==> config.mk <==
export PLATFORM = sky130hd
export DESIGN_NAME = warp_issue_sched
export DESIGN_NICKNAME = d
export VERILOG_FILES = /design/src/rtl/warp_issue_sched.sv
export SDC_FILE = /design/constraint.sdc
export NUM_CORES = 1
export LEC_CHECK = 0
export CORE_MARGIN = 2
export CORE_UTILIZATION = 40
export CTS_BUF_LIST = sky130_fd_sc_hd__clkbuf_8
export DETAILED_ROUTE_END_ITERATION = 8
export SKIP_LAST_GASP = 1
export SLEW_MARGIN = 20
export SYNTH_ARGS = -nofsm -noshare
export SYNTH_HDL_FRONTEND = slang
export SYNTH_SLANG_ARGS = --single-unit
==> constraint.sdc <==
create_clock -name clk -period 16.7 [get_ports clk]
set_clock_uncertainty 0.15 [all_clocks]
set_input_delay 2.505 -clock clk [delete_from_list [all_inputs] [get_ports clk]]
set_output_delay 2.505 -clock clk [all_outputs]
set_load 0.05 [all_outputs]
==> src/rtl/warp_issue_sched.sv <==
// Per-warp instruction buffers feeding a one-per-cycle issue stage (LRR, optional GTO); issue output registered, 1-cycle latency.
// stall_i holds issue without blocking decode writes; define ISSUE_SCHED_GTO_EN to build GTO selection under mode_i.
module warp_issue_sched #(
    parameter int NUM_WARP   = 8,
    parameter int IBUF_DEPTH = 2,
    parameter int PKT_W      = 64,
    localparam int WARP_LOG  = $clog2(NUM_WARP)
) (
    input  logic                clk,
    input  logic                reset,
    input  logic                stall_i,
    input  logic                decValid_i,
    input  logic [WARP_LOG-1:0] decWarp_i,
    input  logic [PKT_W-1:0]    decPacket_i,
    input  logic [NUM_WARP-1:0] warpEn_i,
    input  logic [NUM_WARP-1:0] warpReady_i,
    input  logic                flush_i,
    input  logic [WARP_LOG-1:0] flushWarp_i,
    input  logic                mode_i,
    output logic [NUM_WARP-1:0] ibufFull_o,
    output logic [NUM_WARP-1:0] warpValid_o,
    output logic                issueValid_o,
    output logic [WARP_LOG-1:0] issueWarp_o,
    output logic [PKT_W-1:0]    issuePacket_o,
    output logic                overflow_o
);

    localparam int PTR_W = (IBUF_DEPTH > 1) ? $clog2(IBUF_DEPTH) : 1;
    localparam int CNT_W = $clog2(IBUF_DEPTH + 1);

    logic [PKT_W-1:0]                mem_q [NUM_WARP][IBUF_DEPTH];
    logic [NUM_WARP-1:0][CNT_W-1:0]  cnt_q, cnt_d;
    logic [NUM_WARP-1:0][PTR_W-1:0]  rd_ptr_q, rd_ptr_d;
    logic [NUM_WARP-1:0][PTR_W-1:0]  wr_ptr_q, wr_ptr_d;
    logic [WARP_LOG-1:0]             last_q;
    logic                            issue_valid_q;
    logic [WARP_LOG-1:0]             issue_warp_q;
    logic [PKT_W-1:0]                issue_pkt_q;
    logic                            ovf_q;

    logic [NUM_WARP-1:0] full_w, nonempty_w, flush_w, elig, push_w, pop_w;
    logic [WARP_LOG-1:0] lrr_sel, sel;
    logic                issue_go, dec_full, dec_flushed, wr_en, ovf_set;
    logic [PKT_W-1:0]    head_pkt;

    function automatic logic [PTR_W-1:0] ptr_inc(input logic [PTR_W-1:0] p);
        if (p == PTR_W'(IBUF_DEPTH - 1)) return '0;
        return p + PTR_W'(1);
    endfunction

    function automatic logic [WARP_LOG-1:0] warp_add(input logic [WARP_LOG-1:0] a,
                                                    input int unsigned b);
        return a + WARP_LOG'(b);
    endfunction

    always_comb begin
        full_w     = '0;
        nonempty_w = '0;
        flush_w    = '0;
        for (int w = 0; w < NUM_WARP; w++) begin
            full_w[w]     = (cnt_q[w] == CNT_W'(IBUF_DEPTH));
            nonempty_w[w] = (cnt_q[w] != '0);
        end
        if (flush_i) flush_w[flushWarp_i] = 1'b1;
    end

    // A warp being flushed this cycle must not issue its doomed head packet.
    assign elig     = warpEn_i & warpReady_i & nonempty_w & ~flush_w;
    assign issue_go = !stall_i && (|elig);

    // Lowest offset from last_q+1 wins; offset NUM_WARP wraps back to last_q itself.
    always_comb begin
        lrr_sel = last_q;
        for (int i = NUM_WARP; i >= 1; i--) begin
            if (elig[warp_add(last_q, i)]) lrr_sel = warp_add(last_q, i);
        end
    end

`ifdef ISSUE_SCHED_GTO_EN
    logic [WARP_LOG-1:0] gto_sel;

    always_comb begin
        gto_sel = last_q;
        if (!elig[last_q]) begin
            for (int w = NUM_WARP - 1; w >= 0; w--) begin
                if (elig[w]) gto_sel = WARP_LOG'(w);
            end
        end
    end

    assign sel = mode_i ? gto_sel : lrr_sel;
`else
    logic unused_mode;
    assign unused_mode = mode_i;
    assign sel         = lrr_sel;
`endif

    assign head_pkt = mem_q[sel][rd_ptr_q[sel]];

    // Fullness is judged on the pre-pop count; a flush of the same warp silently drops the write.
    assign dec_full    = full_w[decWarp_i];
    assign dec_flushed = flush_i && (flushWarp_i == decWarp_i);
    assign wr_en       = decValid_i && !dec_full && !dec_flushed;
    assign ovf_set     = decValid_i && dec_full && !dec_flushed;

    always_comb begin
        push_w = '0;
        pop_w  = '0;
        if (wr_en)    push_w[decWarp_i] = 1'b1;
        if (issue_go) pop_w[sel]        = 1'b1;
    end

    always_comb begin
        cnt_d    = cnt_q;
        rd_ptr_d = rd_ptr_q;
        wr_ptr_d = wr_ptr_q;
        for (int w = 0; w < NUM_WARP; w++) begin
            if (flush_w[w]) begin
                cnt_d[w]    = '0;
                rd_ptr_d[w] = '0;
                wr_ptr_d[w] = '0;
            end else begin
                if (push_w[w]) wr_ptr_d[w] = ptr_inc(wr_ptr_q[w]);
                if (pop_w[w])  rd_ptr_d[w] = ptr_inc(rd_ptr_q[w]);
                if (push_w[w] && !pop_w[w])
                    cnt_d[w] = cnt_q[w] + CNT_W'(1);
                else if (!push_w[w] && pop_w[w])
                    cnt_d[w] = cnt_q[w] - CNT_W'(1);
            end
        end
    end

    always_ff @(posedge clk) begin
        if (wr_en) mem_q[decWarp_i][wr_ptr_q[decWarp_i]] <= decPacket_i;
    end

    always_ff @(posedge clk or posedge reset) begin
        if (reset) begin
            cnt_q         <= '0;
            rd_ptr_q      <= '0;
            wr_ptr_q      <= '0;
            last_q        <= WARP_LOG'(NUM_WARP - 1);
            issue_valid_q <= 1'b0;
            issue_warp_q  <= '0;
            issue_pkt_q   <= '0;
            ovf_q         <= 1'b0;
        end else begin
            cnt_q         <= cnt_d;
            rd_ptr_q      <= rd_ptr_d;
            wr_ptr_q      <= wr_ptr_d;
            issue_valid_q <= issue_go;
            if (issue_go) begin
                issue_warp_q <= sel;
                issue_pkt_q  <= head_pkt;
                last_q       <= sel;
            end
            if (ovf_set) ovf_q <= 1'b1;
        end
    end

    assign ibufFull_o    = full_w;
    assign warpValid_o   = nonempty_w;
    assign issueValid_o  = issue_valid_q;
    assign issueWarp_o   = issue_warp_q;
    assign issuePacket_o = issue_pkt_q;
    assign overflow_o    = ovf_q;

endmodule

==> key figures <==
Floorplanning
  – Die width: 361.2 um
  – Cell Rows: 131
  – Ports: 177
  – Die Area: 130500 um^2
  – Die height: 361.2 um
  – Core Footprint: 127000 um^2
  – Initial core utilization: 40.18%

Synthesis
  – Syn. warnings: 0
  – Post-synth cell types: 71
  – Synth area leader: edfxtp_1
  – Sequential share of the synthesized area: 65.35%
  – Syn_nets: 4782
  – Largest cells by area after synthesis: edfxtp_1 60%, nand2_1 12%, a21oi_1 5.2%
  – Mapped Area: 51040 um^2
  – Top_reg_cell synth: edfxtp_1
  – Mapped Cells: 4688
  – Area share of the largest cell type after synthesis: 60.24%
  – Ys async rst share: 9.220%
  – Synth Area per Inst: 10.89 um^2
  – Post-synth EDFFs: 1024
  – Register bit total from synthesis: 1128

GRT
  – GRT overflow: 0
  – First-pass GRT wire length: 226200 um
  – Vias in the first global route: 36640
  – Total track usage: 22.94%
  – Antenna violations before repair: 12
  – Pin count of the biggest net entering global routing: 204

STA
  – Final setup fails: 0
  – Fmax: 115.1 MHz
  – Setup TNS Final: 0 ns
  – Hold WS: 0.3171 ns
  – Tmin final: 8.688 ns
  – Max transition margin: 24.49%
  – Final hold violation count: 0
  – RSZ-0062 raised after global routing: false
  – Period utilisation layout: 52.02%
  – Worst Tran Pin Value: 1.133 ns
  – Slew Limit Fails: 0

CTS
  – Worst-path clk slew: 0.05 ns
  – CTS tree: done
  – Hold buffer count at cts: 0
  – Setup Buffers After CTS: 0
  – CTS Sinks: 1128
  – Htree depth: 4
  – Worst skew pair latency: 0.91 ns
  – Post-CTS sizing: 0
  – Root buf cell: clkbuf_8
  – Clock buffer depth: 3
  – Num CTS Buffers: 184

Job
  – Maxcap violations: 0

Detailed routing
  – Vias: 37860
  – Residual DRC count: 0
  – WL/cell: 23.16 um
  – Vias/cell: 5.774
  – Post-Route WL: 151800 um
  – Initial DRC Count: 3313
  – Drt first pass iters: 6
  – Antenna violation net count after detailed routing: 0

Finish
  – Most frequent cells in the layout: 1630 x nand2_1, 1024 x edfxtp_1, 528 x a21oi_1
  – Area delta synth->final: 12.60%
  – Most common cell after layout, fill and taps aside: nand2_1
  – Final Core Density: 45.25%
  – Post-route cell area: 57470 um^2
  – Layout Nets: 4827
  – Fraction of layout cells with a size suffix above 1: 7.795%
  – Filler Cells Inserted: 11420

Hold path
  – Hold WC Path Type: reg2reg
  – Worst hold start: overflow_o

Worst setup path
  – Worst Setup SP: flushWarp_i[0]
  – Setup crit end kind: register
  – Required @ worst endpoint: 17.34 ns
  – R2r startpoint: last_q[0]
  – CP Max Fanout: 55
  – WS Path Type: in2reg
  – Worst Setup Start Kind: input pin
  – Arrival @ worst endpoint: 9.33 ns

Placed design
  – GPL Wtd Cong: 0.7865
  – DP HPWL: 73200 um
  – I/O Buffers: 175
  – Placed Area: 54010 um^2

Status
  – Status: finished, final reports clean
-- final timing paths --
check | endpoint | cells past startpoint | slack, ns
hold / removal | overflow_o | 1 | 0.32
min in group asynchronous | cnt_q[13] | 2 | 1.97
max in group asynchronous | issuePacket_o[60] | 3 | 12.87
setup reg to reg | cnt_q[1] | 13 | 8.91
hold reg to reg | overflow_o | 1 | 0.32
setup / recovery | cnt_q[1] | 14 | 8.01
-- per-layer routing --
metal,up-vias,global-route usage (%),share of wire (%)
met4,8,8.770,3.1
met5,-,0,0.036
met1,18920,29.46,42
met3,322,4.732,7.0
li1,17250,-,-
met2,1356,38.19,48
-- worst max-delay path, stage by stage --
cell and delay (ns):
clkdlybuf4s50_1 0.76, and4b_1 0.57, or2_2 0.26, mux2i_1 0.19, mux4_2 0.53, a311oi_2 0.40, o21ba_4 0.80, buf_4 0.81
xnor2_4 0.45, buf_4 0.76, nand4_1 0.48, and3_1 0.34, o21ai_0 0.14, nor3b_1 0.22
-- final cells by class --
class,count,area (um^2),share of cell area (%)
Inverter,8,42.54,0.07402
Clock inverter,138,643.1,1.119
Tap cell,1662,2079,3.618
Timing Repair Buffer,237,2305,4.010
Clock buffer,203,2794,4.861
Multi-Input combinational cell,3174,16230,28.24
Sequential cell,1128,33360,58.04
Antenna cell,7,17.52,0.03048
-- registers in the layout (all words and copies together), names as in the netlist --
name           flops
last_q             3
cnt_q             16
issueValid_o       1
wr_ptr_q           8
overflow_o         1
mem_q           1024
issueWarp_o        3
rd_ptr_q           8
issuePacket_o     64
-- synth_stat cells, drive strengths merged (2+ instances only) --
| cell type | count |
|---|---|
| and4b | 3 |
| a21o | 2 |
| dfrtp | 101 |
| nor4bb | 2 |
| and2 | 9 |
| nor2 | 52 |
| o21ai | 22 |
| ha | 2 |
| a211o | 2 |
| o211ai | 12 |
| or3 | 7 |
| mux2 | 4 |
| mux4 | 11 |
| inv | 7 |
| edfxtp | 1024 |
| nor3b | 7 |
| nand2b | 8 |
| nand3b | 2 |
| o31ai | 64 |
| nand2 | 1630 |
| a31oi | 3 |
| xor2 | 10 |
| a221oi | 2 |
| nand4b | 2 |
| dfstp | 3 |
| clkbuf | 284 |
| nand3 | 4 |
| or2 | 16 |
| nor2b | 9 |
| a311oi | 259 |
| a211oi | 66 |
| a21oi | 528 |
| a41oi | 2 |
| mux2i | 7 |
| xnor2 | 25 |
| a41o | 2 |
| nand4 | 7 |
| buf | 94 |
| o22ai | 2 |
| nor4 | 73 |
| and3 | 8 |
| nor3 | 296 |
-- metrics by stage --
step                setup slack, ns  cells
floorplan                     6.066   4688
global placement              7.177   6209
detailed placement            7.134   6209
CTS                           8.110   6550
global route                  7.621   6555
finish                        8.012   6557
-- logic make-up after synthesis --
family,Yosys count,share of synthesized area [%]
flops,1128,65.35
simple gates,2140,17.65
buf+inv,386,3.167
fa+ha+maj,2,0.04902
compound gates,975,12.37
xor+xnor,35,0.6741
mux,22,0.7354
Power is not shown: default switching activity piles up to over one toggle a cycle in this logic, so the estimate is an artifact.
